## src/rtl/keypad_display_pkg.sv

```systemverilog
// Shared constants and types for the keypad display output path.
// Segment patterns are active-low {g,f,e,d,c,b,a}.
package keypad_display_pkg;

  localparam logic [6:0] SEG_BLANK = 7'h7F;

  localparam logic [6:0] SEG_DIGIT [10] = '{
    7'h40, 7'h79, 7'h24, 7'h30, 7'h19, 7'h12, 7'h02, 7'h78, 7'h00, 7'h10
  };

  localparam logic [3:0] DEFAULT_CLR_CODE = 4'hA;
  localparam logic [3:0] DEFAULT_BSP_CODE = 4'hB;

  typedef enum logic [1:0] {
    ACT_NONE,
    ACT_DIGIT,
    ACT_CLEAR,
    ACT_BACK
  } key_action_t;

endpackage

```

## src/rtl/hex_to_7seg.sv

```systemverilog
// Combinational hex to active-low 7-segment decoder with a blanking input.
// Shared by the output-side display blocks.
module hex_to_7seg
  import keypad_display_pkg::*;
(
  input  logic [3:0] i_code,
  input  logic       i_blank,
  output logic [6:0] o_seg
);

  always_comb begin
    o_seg = SEG_BLANK;
    if (!i_blank) begin
      unique case (i_code)
        4'h0: o_seg = SEG_DIGIT[0];
        4'h1: o_seg = SEG_DIGIT[1];
        4'h2: o_seg = SEG_DIGIT[2];
        4'h3: o_seg = SEG_DIGIT[3];
        4'h4: o_seg = SEG_DIGIT[4];
        4'h5: o_seg = SEG_DIGIT[5];
        4'h6: o_seg = SEG_DIGIT[6];
        4'h7: o_seg = SEG_DIGIT[7];
        4'h8: o_seg = SEG_DIGIT[8];
        4'h9: o_seg = SEG_DIGIT[9];
        4'hA: o_seg = 7'h08;
        4'hB: o_seg = 7'h03;
        4'hC: o_seg = 7'h46;
        4'hD: o_seg = 7'h21;
        4'hE: o_seg = 7'h06;
        4'hF: o_seg = 7'h0E;
      endcase
    end
  end

endmodule

```

## src/rtl/keypad_display_sink.sv

```systemverilog
// Assembles encoder keystrokes into a BCD entry buffer and scans it onto a
// common-anode 7-segment display. Define DAV_SYNC_EN to synchronise dav.
module keypad_display_sink
  import keypad_display_pkg::*;
#(
  parameter int unsigned DIGITS   = 4,
  parameter logic [3:0]  CLR_CODE = DEFAULT_CLR_CODE,
  parameter logic [3:0]  BSP_CODE = DEFAULT_BSP_CODE
) (
  input  logic                         clock,
  input  logic                         reset,
  input  logic                         scan_tick,
  input  logic [3:0]                   KeypadData,
  input  logic                         dav,
  output logic [4*DIGITS-1:0]          value,
  output logic [$clog2(DIGITS+1)-1:0]  count,
  output logic [DIGITS-1:0]            an,
  output logic [6:0]                   seg
);

  localparam int unsigned      CW        = $clog2(DIGITS + 1);
  localparam int unsigned      IW        = $clog2(DIGITS);
  localparam logic [CW-1:0]    COUNT_MAX = CW'(DIGITS);
  localparam logic [CW-1:0]    COUNT_ONE = CW'(1);
  localparam logic [IW-1:0]    IDX_LAST  = IW'(DIGITS - 1);
  localparam logic [IW-1:0]    IDX_ONE   = IW'(1);
  localparam logic [DIGITS-1:0] AN_ONE   = DIGITS'(1);

  logic w_dav;
  logic r_dav_prev;
  logic w_event;

`ifdef DAV_SYNC_EN
  // Encoder runs on a divider-generated clock, so dav needs two flops first.
  logic r_dav_s1;
  logic r_dav_s2;

  always_ff @(posedge clock) begin
    if (reset) begin
      r_dav_s1 <= 1'b0;
      r_dav_s2 <= 1'b0;
    end else begin
      r_dav_s1 <= dav;
      r_dav_s2 <= r_dav_s1;
    end
  end

  assign w_dav = r_dav_s2;
`else
  assign w_dav = dav;
`endif

  always_ff @(posedge clock) begin
    if (reset) begin
      r_dav_prev <= 1'b0;
    end else begin
      r_dav_prev <= w_dav;
    end
  end

  assign w_event = w_dav & ~r_dav_prev;

  key_action_t w_action;

  always_comb begin
    w_action = ACT_NONE;
    if (w_event) begin
      if (KeypadData <= 4'd9) begin
        w_action = ACT_DIGIT;
      end else if (KeypadData == CLR_CODE) begin
        w_action = ACT_CLEAR;
      end else if (KeypadData == BSP_CODE) begin
        w_action = ACT_BACK;
      end
    end
  end

  logic [4*DIGITS-1:0] r_value;
  logic [CW-1:0]       r_count;

  always_ff @(posedge clock) begin
    if (reset) begin
      r_value <= '0;
      r_count <= '0;
    end else begin
      unique case (w_action)
        ACT_DIGIT: begin
          r_value <= {r_value[4*DIGITS-5:0], KeypadData};
          if (r_count != COUNT_MAX) begin
            r_count <= r_count + COUNT_ONE;
          end
        end
        ACT_CLEAR: begin
          r_value <= '0;
          r_count <= '0;
        end
        ACT_BACK: begin
          if (r_count != '0) begin
            r_value <= {4'h0, r_value[4*DIGITS-1:4]};
            r_count <= r_count - COUNT_ONE;
          end
        end
        ACT_NONE: begin
        end
      endcase
    end
  end

  logic [IW-1:0]     r_idx;
  logic [DIGITS-1:0] r_an;
  logic [6:0]        r_seg;
  logic [3:0]        w_nibble;
  logic              w_blank;
  logic [6:0]        w_seg;

  // Scan reads the pre-update buffer when a key event lands on the same edge.
  assign w_nibble = r_value[4*r_idx +: 4];
  assign w_blank  = (CW'(r_idx) >= r_count);

  hex_to_7seg u_hex_to_7seg (
    .i_code  (w_nibble),
    .i_blank (w_blank),
    .o_seg   (w_seg)
  );

  always_ff @(posedge clock) begin
    if (reset) begin
      r_idx <= '0;
      r_an  <= '1;
      r_seg <= SEG_BLANK;
    end else if (scan_tick) begin
      r_an  <= ~(AN_ONE << r_idx);
      r_seg <= w_seg;
      r_idx <= (r_idx == IDX_LAST) ? '0 : r_idx + IDX_ONE;
    end
  end

  assign value = r_value;
  assign count = r_count;
  assign an    = r_an;
  assign seg   = r_seg;

endmodule

```

## config.mk

```make
export PLATFORM = sky130hd
export DESIGN_NAME = keypad_display_sink
export DESIGN_NICKNAME = d
export VERILOG_FILES = /design/src/rtl/keypad_display_pkg.sv /design/src/rtl/hex_to_7seg.sv /design/src/rtl/keypad_display_sink.sv
export SDC_FILE = /design/constraint.sdc
export NUM_CORES = 1
export LEC_CHECK = 0
export ABC_CLOCK_PERIOD_IN_PS = 3600
export CAP_MARGIN = 0
export CORE_UTILIZATION = 52
export DETAILED_ROUTE_END_ITERATION = 6
export PLACE_DENSITY = 0.83
export SLEW_MARGIN = 10
export SYNTH_ARGS = -nofsm -noshare
export SYNTH_HDL_FRONTEND = slang
export SYNTH_HIERARCHICAL = 1
export SYNTH_SLANG_ARGS = --single-unit
```

## constraint.sdc

```tcl
create_clock -name clock -period 3.6 [get_ports clock]
set_input_delay 0.54 -clock clock [delete_from_list [all_inputs] [get_ports clock]]
set_output_delay 0.54 -clock clock [all_outputs]
set_load 0.1 [all_outputs]
```

; ---- After elaboration in Yosys (flattened, before gate mapping)
; Memory sizes are Yosys's and may differ from the RTL's.
; Index checks and enable logic that the tools add are counted.
[word_totals]
n_memories = 1
ff_bits = 33
rom_bits = 112
word_cells = 41
inputBits = 8
[op_classes]
n_shift = 2
eq_ne = 9
n_mux = 11
n_bitwise = 3
reduce_logical = 4
n_addsub = 3
order_cmp = 2
[memory_table]
columns = memory, words, word_bits, read_ports, rd_ports_with_merged_regs, write_ports, line_no
row1 = (no name shown), 16, 7, 1, 0, 0, hex_to_7seg.sv:14  ; unique case (i_code)
[ops]
columns = operator, count
row1 = $pmux 16 s3, 1
row2 = $mux 16, 1
row3 = $shiftx 16x5->4, 1
row4 = $mux 2, 5
row5 = $pmux 3 s3, 1
row6 = $eq 4x4->1 const B, 2
row7 = $mux 7, 1
row8 = $eq 2x2->1 const B, 3
row9 = $mux 3, 2
row10 = $reduce_bool 3->1, 2
row11 = $le 4x4->1 const B, 1
row12 = $ne 2x2->1 const B, 2
row13 = $not 4->4, 1
row14 = $shl 1x2->4 const A, 1
row15 = $add 3x1->3 const B, 1
row16 = $ge 2x3->1, 1
row17 = $ne 3x3->1 const B, 1
row18 = $reduce_and 3->1, 1
row19 = $sub 3x1->3 const B, 1
row20 = $add 2x1->2 const B, 1
row21 = $eq 2x1->1 const B, 1
row22 = $reduce_and 2->1, 1
row23 = $and 1x1->1, 1
row24 = $not 1->1, 1

; ---- Longest topological paths before layout
[logic_depth]
ltp_word = 8
mapped_depth = 10
depth_no_buf = 9

; ---- Modules after synthesis
; The synthesis kept the hierarchy.
[modules_own_cells]
columns = mod, instances, area_each_um2, cells_per_inst, seq_area_each_um2
row1 = keypad_display_sink, 1, 1742.9, 191, 660.6
row2 = hex_to_7seg, 1, 294.0, 36, 0.0

; ---- Worst setup path before layout
; OpenSTA, ideal clock, no wires.
[synth_path]
path_kind = register -> register
startpoint = reg r_value[4] (netlist: value[4])
endpoint = reg r_seg[1] (netlist: seg[1])
path_stages_with_launch = 8
path_slack_ns = 0.874
required_ns = 3.471
arrival_ns = 2.596
path_cell_list = dfxtp_1 -> mux4_2 -> inv_1 -> ha_1 -> or2_1 -> a311o_1 -> mux2i_1 -> nand2_1
[synth_between]
elab_chain_len = 3
[synth_rtl]
columns = element, line_no
row1 = from (decl), keypad_display_sink.sv:78  ; logic [4*DIGITS-1:0] r_value;
row2 = from (signal assigned), keypad_display_sink.sv:88  ; r_value <= {r_value[4*DIGITS-5:0], KeypadData};
row3 = from (signal assigned), keypad_display_sink.sv:99  ; r_value <= {4'h0, r_value[4*DIGITS-1:4]};
row4 = $shiftx 16x5->4, keypad_display_sink.sv:117  ; assign w_nibble = r_value[4*r_idx +: 4];
row5 = net w_nibble[0], keypad_display_sink.sv:112  ; logic [3:0] w_nibble;
row6 = $mem_v2 16x7, -
row7 = $mux 7, hex_to_7seg.sv:13  ; if (!i_blank) begin
row8 = net w_seg[1], keypad_display_sink.sv:114  ; logic [6:0] w_seg;
row9 = to (signal assigned), keypad_display_sink.sv:133  ; r_seg <= w_seg;
row10 = to (decl), keypad_display_sink.sv:111  ; logic [6:0] r_seg;
; The timed path passes the listed nets, and every way through them passes these cells.
; A chain may end at the register's enable or synchronous reset.

; ---- Worst setup path after layout
[layout_path]
startpoint = in KeypadData[3]
endpoint = reg r_count[2] (netlist: count[2])
[layout_between]
elab_chain_len = 8
elab_cells_between_ends = 15
cone_classes = order compare: 1 / eq/ne: 7 / mux: 5 / reduce/logical: 2
[layout_rtl]
columns = element, line_no
row1 = from (decl), keypad_display_sink.sv:13  ; input logic [3:0] KeypadData,
row2 = $eq 4x4->1, keypad_display_sink.sv:72  ; end else if (KeypadData == BSP_CODE) begin
row3 = $mux 2, keypad_display_sink.sv:72
row4 = $mux 2, keypad_display_sink.sv:70  ; end else if (KeypadData == CLR_CODE) begin
row5 = $mux 2 *, keypad_display_sink.sv:68  ; if (KeypadData <= 4'd9) begin
row6 = $mux 2 *, keypad_display_sink.sv:67  ; if (w_event) begin
row7 = $eq 2x1->1 or $eq 2x2->1 (tied branches), keypad_display_sink.sv:86  ; unique case (w_action)
row8 = $ne 2x2->1 (no source line) or $reduce_bool 3->1 (tied branches), -
row9 = $reduce_and 3->1 (no source line), -
row10 = to (signal assigned), keypad_display_sink.sv:90  ; r_count <= r_count + COUNT_ONE;
row11 = to (signal assigned), keypad_display_sink.sv:100  ; r_count <= r_count - COUNT_ONE;
row12 = to (decl), keypad_display_sink.sv:79  ; logic [CW-1:0] r_count;
; Mark *: on every way between the ends. The rest lies on a longest branch, timed or not.

==> impl_metrics.ini <==
[timing]
unrepaired_setup_endpoints_after_global_routing = no
fin_tns_setup_ps = 0
final_hold_violations = 0
holdWs_ps = 474
slew-limit-headroom = 0.345
fin_max_slew_vios = 0
shortest_clock_period_the_worst_path_allows_after_layout_ps = 2800
max_clock_freq_ghz = 0.357
worst_clock_skew_ps = 10.9
period_share = 0.777
setup_ws_ps = 802
tightest_slew_ps = 980
setup_viol = 0

[clocking]
clk_latency_ps = 290
ctsHtreeMaxLevel = 2
cts_hold_buf = 0
cts_made_buffers = 5
cts-root-buf = sky130_fd_sc_hd__clkbuf_8
cts.clk_slew.worst_paths_ps = 70
clk_path_buf_depth = 2
post_cts_setup_bufs = 0
tritoncts_clock_tree = done
number_of_clock_sinks = 33
postCtsResizedCells = 0

[synthesis]
async_reset_ff_frac = 0
number_of_nets_in_the_synthesized_netlist = 249
ys_seq_elements = 33
ys_types = 45
synth-edff-count = 0
synthesis.instances = 227
synth.yosys.seq_area_share = 0.324
synth_warnings = 6
synth-main-ff-cell = sky130_fd_sc_hd__dfxtp_1
synth.cell_area_um2 = 2040
synthesized_area_per_cell_um2 = 8.97

[placement]
place.gp.congestion = 0.866
place_ws_ps = 602
port-buffer-count = 37
dpl.hpwl_mm = 3.21

[floorplan]
floorplan.initialDensity = 0.548
fp.dieArea_um2 = 4170
core_area_um2 = 3720
die_h_um = 64.6
floorplan.die.width_um = 64.6
placementRows = 22
num_io_pins = 38

[routing]
final_antenna_net_count = 0
totalWireLength_mm = 4.59
detailedRoute.firstIterationViolations = 129
via_count = 1809
vias_per_cell = 5.87
route.detailed.drc = 0
avgRoutedWirePerCell_um = 14.9
dr.pass1.iters = 4

[setup_path]
crit_path_top_delay_cell = sky130_fd_sc_hd__clkdlybuf4s50_1
cp.buffers_inverters = 2
timing_worst_setup_path_type = in -> reg
worstPathCellList = clkdlybuf4s50_1, nand3b_1, nor2_1, inv_1, fa_1, xor2_1, nor4bb_1, o2bb2ai_1, a21oi_1
path_max_fanout = 11
timing.critical_path.max_delay_family = simple AND/OR/NAND/NOR gates
required_ps = 3830
setup.worst_path.end_class = flop
arr_time_crit_path_ps = 3030
critPathLaunchType = input port
cpPeakStageDelay_ps = 600

[job]
drv.max_cap_violation_count = 0

[cells_and_area]
ant_diodes = 0
drive_gt1_frac = 0.0885
most-common-layout-cells = 38 x sky130_fd_sc_hd__nand2_1, 37 x sky130_fd_sc_hd__clkdlybuf4s50_1, 33 x sky130_fd_sc_hd__dfxtp_1, 19 x sky130_fd_sc_hd__nor2_1, 19 x sky130_fd_sc_hd__nand3_1
mostFrequentLayoutCell = sky130_fd_sc_hd__nand2_1
net_total_in_the_final_layout = 281
layout-area-overhead-vs-synth_pct = 20.4

[run_status]
result_of_the_run = complete, no violations

[power]
power_frac_comb = 0.338
p_sw_w = 0.000409
switching_share = 0.395
static-leakage-power_nw = 0.884
ir_drop_uv = 211
pwr-share-seq = 0.401
share_clk_of_total_power = 0.262
intPower_w = 0.000626
power_per_cell_area_nw_per_um2 = 422

[global_route]
first_global_vias = 1683
grt_usage = 0.240
number_of_antenna_violations_at_the_first_check_in_global_routing = 0
grt_first_pass_wirelength_mm = 7.82
globalRoute.totalOverflow = 0
grt_max_degree = 25

[min_path]
hold_path.class = reg -> reg
==> power groups by stage <==
stage	Clock (W)	Sequential, W	Combinational (W)
after floorplan	0	0.000554	0.000144
after global placement	0	0.000423	0.000343
after detailed placement	0	0.000423	0.000348
after CTS	0.000275	0.000415	0.000349
after global routing	0.000294	0.000419	0.000371
final	0.000271	0.000415	0.000349
==> path summary, 6_finish.rpt <==
path,start,to,slack [ps],cells after the start
hold / removal,seg[4]$_SDFFE_PP1P_,seg[4]$_SDFFE_PP1P_,470,2
hold reg to reg,seg[4]$_SDFFE_PP1P_,seg[4]$_SDFFE_PP1P_,470,2
setup / recovery,KeypadData[3],count[2]$_SDFFE_PP0P_,800,9
setup reg to reg,r_idx[0]$_SDFFE_PP0P_,seg[1]$_SDFFE_PP1P_,1020,7
==> synthesized netlist by cell type, types with 2 or more instances <==
master	number	area, um2
sky130_fd_sc_hd__nand2_1	38	143
sky130_fd_sc_hd__dfxtp_1	33	661
sky130_fd_sc_hd__nand3_1	19	95.1
sky130_fd_sc_hd__nor2_1	19	71.3
sky130_fd_sc_hd__ha_1	13	163
sky130_fd_sc_hd__mux2i_1	12	120
sky130_fd_sc_hd__a21oi_1	11	55.1
sky130_fd_sc_hd__inv_1	9	33.8
sky130_fd_sc_hd__clkbuf_1	5	18.8
sky130_fd_sc_hd__o21ai_0	5	25.0
sky130_fd_sc_hd__a311oi_1	4	35.0
sky130_fd_sc_hd__a311oi_2	4	60.1
sky130_fd_sc_hd__buf_6	4	45.0
sky130_fd_sc_hd__mux4_2	4	90.1
sky130_fd_sc_hd__nor2b_1	4	25.0
sky130_fd_sc_hd__a211o_1	3	26.3
sky130_fd_sc_hd__clkbuf_8	3	41.3
sky130_fd_sc_hd__nand2b_1	3	18.8
sky130_fd_sc_hd__nor3_1	3	15.0
sky130_fd_sc_hd__a32o_1	2	20.0
sky130_fd_sc_hd__a32oi_1	2	17.5
sky130_fd_sc_hd__buf_2	2	10.0
sky130_fd_sc_hd__mux2_1	2	22.5
sky130_fd_sc_hd__nand3b_1	2	15.0
==> cell type report <==
type / count / area [um2]
fill: 318 / 1260
clock inverter: 2 / 10.0
tap: 48 / 60.1
timing repair buffer: 40 / 393
multi-input combinational: 170 / 1220
sequential: 33 / 661
clock buffer: 6 / 72.6
inverter: 9 / 33.8
==> worst reg2reg max path, delay by kind of cell, from the launching register on <==
family,cells,cell delay [ps]
multiplexers,2,790
AO/OA/AOI/OAI,1,350
flip-flops,1,580
AND/OR/NAND/NOR,2,320
adder cells (fa/ha/maj),1,240
buffers and inverters,1,180
==> flip-flops by register name (all words and copies together) (netlist names) <==
signal,flops
an,4
value,16
r_dav_prev,1
r_idx,2
seg,7
count,3
==> metal layers <==
metal	vias to the layer above	GRT usage	wire [um]
li1	874	-	-
met1	859	0.303	2080
met2	67	0.395	2150
met3	9	0.0352	274
met4	0	0.122	90
met5	-	0	0
==> metrics by stage <==
step | util | std cells | cell area, um2 | total power [W]
after detailed placement | 0.638 | 300 | 2370 | 0.000771
after CTS | 0.660 | 308 | 2450 | 0.00104
after global routing | 0.660 | 308 | 2450 | 0.00108
after floorplan | - | 227 | 2040 | 0.000698
after global placement | 0.638 | 300 | 2370 | 0.000765
final | 0.660 | 308 | 2450 | 0.00104
==> kinds of logic after synthesis <==
family                     synth area share
AOI/OAI and AO/OA                     0.166
muxes                                 0.114
buffers and inverters                0.0755
DFF                                   0.324
and+or+nand+nor                       0.226
xor gates and xnor gates            0.00430
adders and majority gates            0.0897
Note: power is estimated with default switching activity, not from simulation.
